## src/rtl/snake_grid_renderer_pkg.sv

```systemverilog
// ============================================================================
// snake_pkg: colour constants and shared types for the snake grid renderer.
// Revision: 1.0
// ============================================================================
`default_nettype none

package snake_pkg;

    typedef logic [11:0] rgb444_t;

    localparam rgb444_t HEAD   = 12'h0F0;
    localparam rgb444_t BODY   = 12'h0A0;
    localparam rgb444_t FOOD   = 12'hF00;
    localparam rgb444_t BORDER = 12'h888;
    localparam rgb444_t BG     = 12'h000;

    typedef enum logic [0:0] {
        ST_VISIBLE = 1'b0,
        ST_HIDDEN  = 1'b1
    } blink_state_e;

endpackage

`default_nettype wire

```

## src/rtl/snake_grid_renderer_if.sv

```systemverilog
// ============================================================================
// snake_grid_renderer_if: pixel stream between VGA timing, renderer and DAC.
// Revision: 1.0
// ============================================================================
`default_nettype none

interface snake_grid_renderer_if;
    import snake_pkg::*;

    logic       rdn;
    logic [9:0] col;
    logic [8:0] row;
    rgb444_t    pixel;
    logic       pixel_valid;

    modport master (
        output rdn, col, row,
        input  pixel, pixel_valid
    );

    modport slave (
        input  rdn, col, row,
        output pixel, pixel_valid
    );
endinterface

`default_nettype wire

```

## src/rtl/snake_grid_renderer_blink_ctrl.sv

```systemverilog
// ============================================================================
// snake_blink_ctrl: game-over blink phase, toggled every BLINK_FRAMES ticks.
// Revision: 1.0
// ============================================================================
`default_nettype none

module snake_blink_ctrl
    import snake_pkg::*;
#(
    parameter int BLINK_FRAMES = 15
) (
    input  logic clk,
    input  logic rst,
    input  logic frame_tick,
    input  logic game_over,
    output logic visible
);
    localparam int CW = (BLINK_FRAMES > 1) ? $clog2(BLINK_FRAMES) : 1;
    localparam logic [CW-1:0] C_LAST = CW'(BLINK_FRAMES - 1);

    blink_state_e  state_q, state_d;
    logic [CW-1:0] cnt_q, cnt_d;

    always_ff @(posedge clk) begin
        if (rst) begin
            state_q <= ST_VISIBLE;
            cnt_q   <= '0;
        end else begin
            state_q <= state_d;
            cnt_q   <= cnt_d;
        end
    end

    always_comb begin
        state_d = state_q;
        cnt_d   = cnt_q;
        // Leaving game-over overrides any tick arriving in the same cycle.
        if (!game_over) begin
            state_d = ST_VISIBLE;
            cnt_d   = '0;
        end else if (frame_tick) begin
            if (cnt_q == C_LAST) begin
                cnt_d   = '0;
                state_d = (state_q == ST_VISIBLE) ? ST_HIDDEN : ST_VISIBLE;
            end else begin
                cnt_d = cnt_q + 1'b1;
            end
        end
    end

    assign visible = (state_q == ST_VISIBLE);

endmodule

`default_nettype wire

```

## src/rtl/snake_grid_renderer.sv

```systemverilog
// ============================================================================
// snake_grid_renderer: 3-stage cell-grid pixel renderer with body RAM lookup.
// Revision: 1.0
// ============================================================================
`default_nettype none

module snake_grid_renderer
    import snake_pkg::*;
#(
    parameter int CELL_LOG2    = 4,
    parameter int GRID_W       = 38,
    parameter int GRID_H       = 28,
    parameter int X0           = 16,
    parameter int Y0           = 16,
    parameter int OUTLINE      = 1,
    parameter int BLINK_FRAMES = 15,
    localparam int XW = $clog2(GRID_W),
    localparam int YW = $clog2(GRID_H),
    localparam int AW = $clog2(GRID_W * GRID_H)
) (
    input  logic                  clk,
    input  logic                  rst,
    snake_grid_renderer_if.slave  pix,
    input  logic [XW-1:0]         head_x,
    input  logic [YW-1:0]         head_y,
    input  logic [XW-1:0]         food_x,
    input  logic [YW-1:0]         food_y,
    input  logic                  frame_tick,
    input  logic                  game_over,
    output logic [AW-1:0]         occ_addr,
    input  logic                  occ_rd_data,
    output logic                  visible_o
);
    localparam logic [9:0]    C_X0     = 10'(X0);
    localparam logic [9:0]    C_Y0     = 10'(Y0);
    localparam logic [9:0]    C_XLIM   = 10'(GRID_W << CELL_LOG2);
    localparam logic [9:0]    C_YLIM   = 10'(GRID_H << CELL_LOG2);
    localparam logic [AW-1:0] C_GRID_W = AW'(GRID_W);

    logic          w_visible;
    logic [9:0]    w_dx, w_dy;
    logic [XW-1:0] w_cell_x;
    logic [YW-1:0] w_cell_y;
    logic          w_in_grid, w_outline;
    logic [AW-1:0] occ_addr_d;
    rgb444_t       pixel_d;

    logic [AW-1:0] occ_addr_q;
    logic          valid_q1, in_grid_q1, head_q1, food_q1, outline_q1;
    logic          valid_q2, in_grid_q2, head_q2, food_q2, outline_q2;
    rgb444_t       pixel_q;
    logic          pixel_valid_q;

    snake_blink_ctrl #(
        .BLINK_FRAMES (BLINK_FRAMES)
    ) u_blink (
        .clk        (clk),
        .rst        (rst),
        .frame_tick (frame_tick),
        .game_over  (game_over),
        .visible    (w_visible)
    );

    // Pixels left of / above the origin wrap to large offsets, so a single
    // unsigned upper-bound compare covers both edges of each axis.
    assign w_dx      = pix.col - C_X0;
    assign w_dy      = {1'b0, pix.row} - C_Y0;
    assign w_in_grid = (w_dx < C_XLIM) && (w_dy < C_YLIM);
    assign w_cell_x  = w_dx[CELL_LOG2 +: XW];
    assign w_cell_y  = w_dy[CELL_LOG2 +: YW];
    assign w_outline = (OUTLINE != 0) &&
                       ((w_dx[CELL_LOG2-1:0] == '0) || (w_dy[CELL_LOG2-1:0] == '0));
    assign occ_addr_d = w_in_grid ? (AW'(w_cell_y) * C_GRID_W + AW'(w_cell_x)) : '0;

    // occ_rd_data answers the address issued one cycle earlier, so it lines
    // up with the stage-2 flags and is consumed directly by the colour mux.
    always_comb begin
        pixel_d = BG;
        if (!valid_q2) begin
            pixel_d = 12'h000;
        end else if (!in_grid_q2) begin
            pixel_d = BORDER;
        end else if (head_q2 && w_visible) begin
            pixel_d = outline_q2 ? BG : HEAD;
        end else if (occ_rd_data && w_visible) begin
            pixel_d = outline_q2 ? BG : BODY;
        end else if (food_q2) begin
            pixel_d = FOOD;
        end
    end

    always_ff @(posedge clk) begin
        if (rst) begin
            occ_addr_q    <= '0;
            valid_q1      <= 1'b0;
            in_grid_q1    <= 1'b0;
            head_q1       <= 1'b0;
            food_q1       <= 1'b0;
            outline_q1    <= 1'b0;
            valid_q2      <= 1'b0;
            in_grid_q2    <= 1'b0;
            head_q2       <= 1'b0;
            food_q2       <= 1'b0;
            outline_q2    <= 1'b0;
            pixel_q       <= '0;
            pixel_valid_q <= 1'b0;
        end else begin
            occ_addr_q    <= occ_addr_d;
            valid_q1      <= ~pix.rdn;
            in_grid_q1    <= w_in_grid;
            head_q1       <= (w_cell_x == head_x) && (w_cell_y == head_y);
            food_q1       <= (w_cell_x == food_x) && (w_cell_y == food_y);
            outline_q1    <= w_outline;
            valid_q2      <= valid_q1;
            in_grid_q2    <= in_grid_q1;
            head_q2       <= head_q1;
            food_q2       <= food_q1;
            outline_q2    <= outline_q1;
            pixel_q       <= pixel_d;
            pixel_valid_q <= valid_q2;
        end
    end

    assign occ_addr        = occ_addr_q;
    assign pix.pixel       = pixel_q;
    assign pix.pixel_valid = pixel_valid_q;
    assign visible_o       = w_visible;

endmodule

`default_nettype wire

```

## src/flat_wrapper.sv

```systemverilog
// flat-port wrapper written by rule: the top's interface ports become plain ports
module snake_grid_renderer_flat import snake_pkg::*;
#(
    parameter int CELL_LOG2    = 4,
    parameter int GRID_W       = 38,
    parameter int GRID_H       = 28,
    parameter int X0           = 16,
    parameter int Y0           = 16,
    parameter int OUTLINE      = 1,
    parameter int BLINK_FRAMES = 15,
    localparam int XW = $clog2(GRID_W),
    localparam int YW = $clog2(GRID_H),
    localparam int AW = $clog2(GRID_W * GRID_H)
)
  (clk, rst, head_x, head_y, food_x, food_y, frame_tick, game_over, occ_addr, occ_rd_data, visible_o, pix_rdn, pix_col, pix_row, pix_pixel, pix_pixel_valid);
  snake_grid_renderer_if pix_i ();
  input  logic clk;
  input  logic rst;
  input  logic [XW-1:0] head_x;
  input  logic [YW-1:0] head_y;
  input  logic [XW-1:0] food_x;
  input  logic [YW-1:0] food_y;
  input  logic frame_tick;
  input  logic game_over;
  output logic [AW-1:0] occ_addr;
  input  logic occ_rd_data;
  output logic visible_o;
  input wire logic [$bits(pix_i.rdn)-1:0] pix_rdn;
  input wire logic [$bits(pix_i.col)-1:0] pix_col;
  input wire logic [$bits(pix_i.row)-1:0] pix_row;
  output wire logic [$bits(pix_i.pixel)-1:0] pix_pixel;
  output wire logic [$bits(pix_i.pixel_valid)-1:0] pix_pixel_valid;
  assign pix_i.rdn = pix_rdn;
  assign pix_i.col = pix_col;
  assign pix_i.row = pix_row;
  assign pix_pixel = pix_i.pixel;
  assign pix_pixel_valid = pix_i.pixel_valid;
  snake_grid_renderer #(.CELL_LOG2(CELL_LOG2), .GRID_W(GRID_W), .GRID_H(GRID_H), .X0(X0), .Y0(Y0), .OUTLINE(OUTLINE), .BLINK_FRAMES(BLINK_FRAMES)) u_core (.clk(clk), .rst(rst), .pix(pix_i), .head_x(head_x), .head_y(head_y), .food_x(food_x), .food_y(food_y), .frame_tick(frame_tick), .game_over(game_over), .occ_addr(occ_addr), .occ_rd_data(occ_rd_data), .visible_o(visible_o));
endmodule
```

## config.mk

```make
export PLATFORM = sky130hd
export DESIGN_NAME = snake_grid_renderer_flat
export DESIGN_NICKNAME = d
export VERILOG_FILES = /design/src/rtl/snake_grid_renderer_pkg.sv /design/src/rtl/snake_grid_renderer_if.sv /design/src/rtl/snake_grid_renderer_blink_ctrl.sv /design/src/rtl/snake_grid_renderer.sv /design/src/flat_wrapper.sv
export SDC_FILE = /design/constraint.sdc
export NUM_CORES = 1
export LEC_CHECK = 0
export CAP_MARGIN = 30
export CELL_PAD_IN_SITES_DETAIL_PLACEMENT = 2
export CELL_PAD_IN_SITES_GLOBAL_PLACEMENT = 2
export CORE_MARGIN = 3
export CORE_UTILIZATION = 23
export DETAILED_ROUTE_END_ITERATION = 6
export MAX_ROUTING_LAYER = met4
export PLACE_DENSITY = 0.82
export SYNTH_ARGS = -nofsm -noshare
export SYNTH_HDL_FRONTEND = slang
export SYNTH_SLANG_ARGS = --single-unit
```

## constraint.sdc

```tcl
create_clock -name clk -period 4 [get_ports clk]
set_input_delay 0.8 -clock clk [delete_from_list [all_inputs] [get_ports clk]]
set_output_delay 0.8 -clock clk [all_outputs]
set_load 0.05 [all_outputs]
```

==> results.md <==
- Hold Path Class: reg -> reg
- Mapped Area: 2080 sq um
- Initial antenna violation count: 0
- Yosys Warn Count: 0
- CTS tree: built
- Clk Latency, worst-skew pair: 0.28 ns
- Final period util: 96.5%
- H-tree depth: 2
- Routed Antenna Nets: 0
- Max reg flops: 11
- Per-cell routed wire length: 14.4 um
- Vias per inst: 4.51
- Async SR Flop Fraction: 0%
- Die H: 101 um
- P_leak: 1.34 nW
- Core area: 8760 sq um
- # setup viols final: 0
- Largest net degree at the start of global routing: 13
- EDFF count, synth: 0
- Drt pass-1 iters: 3
- Count of input and output buffers: 68
- Total global routing overflow: 0
- Die width: 101 um
- Fillers: 972
- Num CTS Buffers: 5
- Number of global-route vias before repair: 2234
- Placed cell area: 3070 sq um
- Die area: 10200 sq um
- CTS Buffer Depth: 2
- DR vias: 2006
- Pwr/cell area: 393 nW/um^2
- Synth area leaders: dfxtp_1, ha_1, xnor2_1
- Cell Rows: 34
- Synth Instances: 239
- Cell count after placement: 435
- Period minus WS final: 3.86 ns
- Slew headroom: 60.8%
- Crit Path Max Fanout: 4
- Final hold violations: 0
- Non-Filler Instances: 445
- Synth unique cells: 46
- CP Class: in -> reg
- Clock sink total: 33
- Final WL: 6400 um
- Post-synthesis sequential area ratio: 31.7%
- Synth Register Bits: 33
- Yosys top cell area share: 31.7%
- GRT Resource Usage Total: 13.3%
- Initial Util: 23.8%
- VDD IR max: 119 uV
- Finished Core Util: 37.1%
- DPL Wire Length: 5530 um
- First-pass GRT wire length: 10500 um
- Fmax achieved: 0.259 GHz
- Worst R2R Path Depth: 4
- ANT cells: 0
- Clk pin slew, worst setup/hold paths: 0.07 ns
- Final Max Tran Viols: 0
- Most common cell after layout, fill and taps aside: clkdlybuf4s50_1
- Area growth syn-to-layout: 56.2%
- CP arrival: 4.07 ns
- Status: completed
- Post-synth top area cell: dfxtp_1
- Fin area: 3250 sq um
- WHS: 0.430 ns
- WHS Path Cells: 1
- Crit. End Element: flop
- Share of cells above drive strength 1: 17.5%
- Worst Skew: 0.00817 ns
- Crit path launch type: primary input
- Root buf cell: clkbuf_8
- Dominant synthesized flop cell: dfxtp_1
- Final #Nets: 403
- DR iter-0 viols: 42
- Commonest non-fill, non-tap cells in the layout: clkdlybuf4s50_1, dfxtp_1, buf_4, nor2_1, inv_1
- Mapped Avg Cell Area: 8.72 sq um
- Boundary Pins: 72
- GP Congestion: 0.779
- Actual slew at the worst max-slew pin: 0.586 ns
- Residual DRC: 0
- Required time worst endpoint: 4.21 ns
- Max-Cap Viols: 0
[where the power goes]
part           internal [mW]  switching, mW
clock network          0.203          0.114
registers              0.350        0.00669
logic                  0.294          0.311
[cells in the mapped netlist (all sizes together) (3+ instances only)]
cell     n
nor2    27
nand2    6
nor3    11
a21oi   12
clkbuf   3
o21ai    7
xnor2   25
dfxtp   33
ha      18
a211oi   3
nor2b    8
inv     25
buf      8
nand3    6
xor2    17
[metal layers]
metal  vias up  track usage (%)  routed length [um]
met5         -                -                   0
met4         0             3.68                  84
met3         6             1.86                 252
met2        50             25.1                3470
met1       964             14.3                2590
li1        986                -                   -
[final cells by class]
class	count	area (sq um)	share of cell area (%)
timing repair buffer	99	916	28.1
sequential	33	661	20.3
clock inverter	1	30.0	0.923
multi-input combinational	172	1330	40.9
tap	108	135	4.15
inverter	25	93.8	2.88
clock buffer	7	86.3	2.65
[critical path: stages]
cell and delay, ns:
clkdlybuf4s50_1 0.48, inv_1 0.09, ha_4 0.19, xnor2_2 0.18
inv_1 0.09, ha_1 0.29, ha_2 0.17, inv_1 0.05
fa_2 0.52, inv_1 0.07, ha_4 0.29, o21ai_2 0.06
a21boi_1 0.15, buf_4 0.14, o211ai_1 0.13, o21a_1 0.23
nor3_2 0.13
[through the flow]
step	setup slack, ns	power [mW]	TNS, ns
after floorplan	0.101	0.697	0
after global placement	-0.0951	0.908	-0.344
after detailed placement	-0.237	0.936	-1.10
after CTS	0.0769	1.26	0
after global routing	-0.0204	1.37	-0.0320
final	0.141	1.28	0
[final timing paths]
check,to,slack [ns],startpoint
hold reg to reg,u_core.pix.pixel[6],0.43,u_core.outline_q2
setup / recovery,u_core.occ_addr[9],0.14,pix_row[4]
setup reg to reg,u_core.u_blink.state_q,2.94,u_core.u_blink.cnt_q[2]
hold / removal,u_core.pix.pixel[6],0.43,u_core.outline_q2
[repair_timing]
action | 4_1_cts | 5_1_grt
buffers inserted | 0 | 2
hold buffers | 0 | 0
resized for setup | 0 | 14
setup endpoints to repair | 0 | 5
[kinds of logic after synthesis]
group                    synth area share [%]
adder cells (fa/ha/maj)                  12.7
buffers and inverters                    7.69
AND/OR/NAND/NOR                          17.7
flip-flops                               31.7
AO/OA/AOI/OAI                            11.2
other                                   0.180
XOR/XNOR                                 18.7
(Power assumes the default switching activity.)
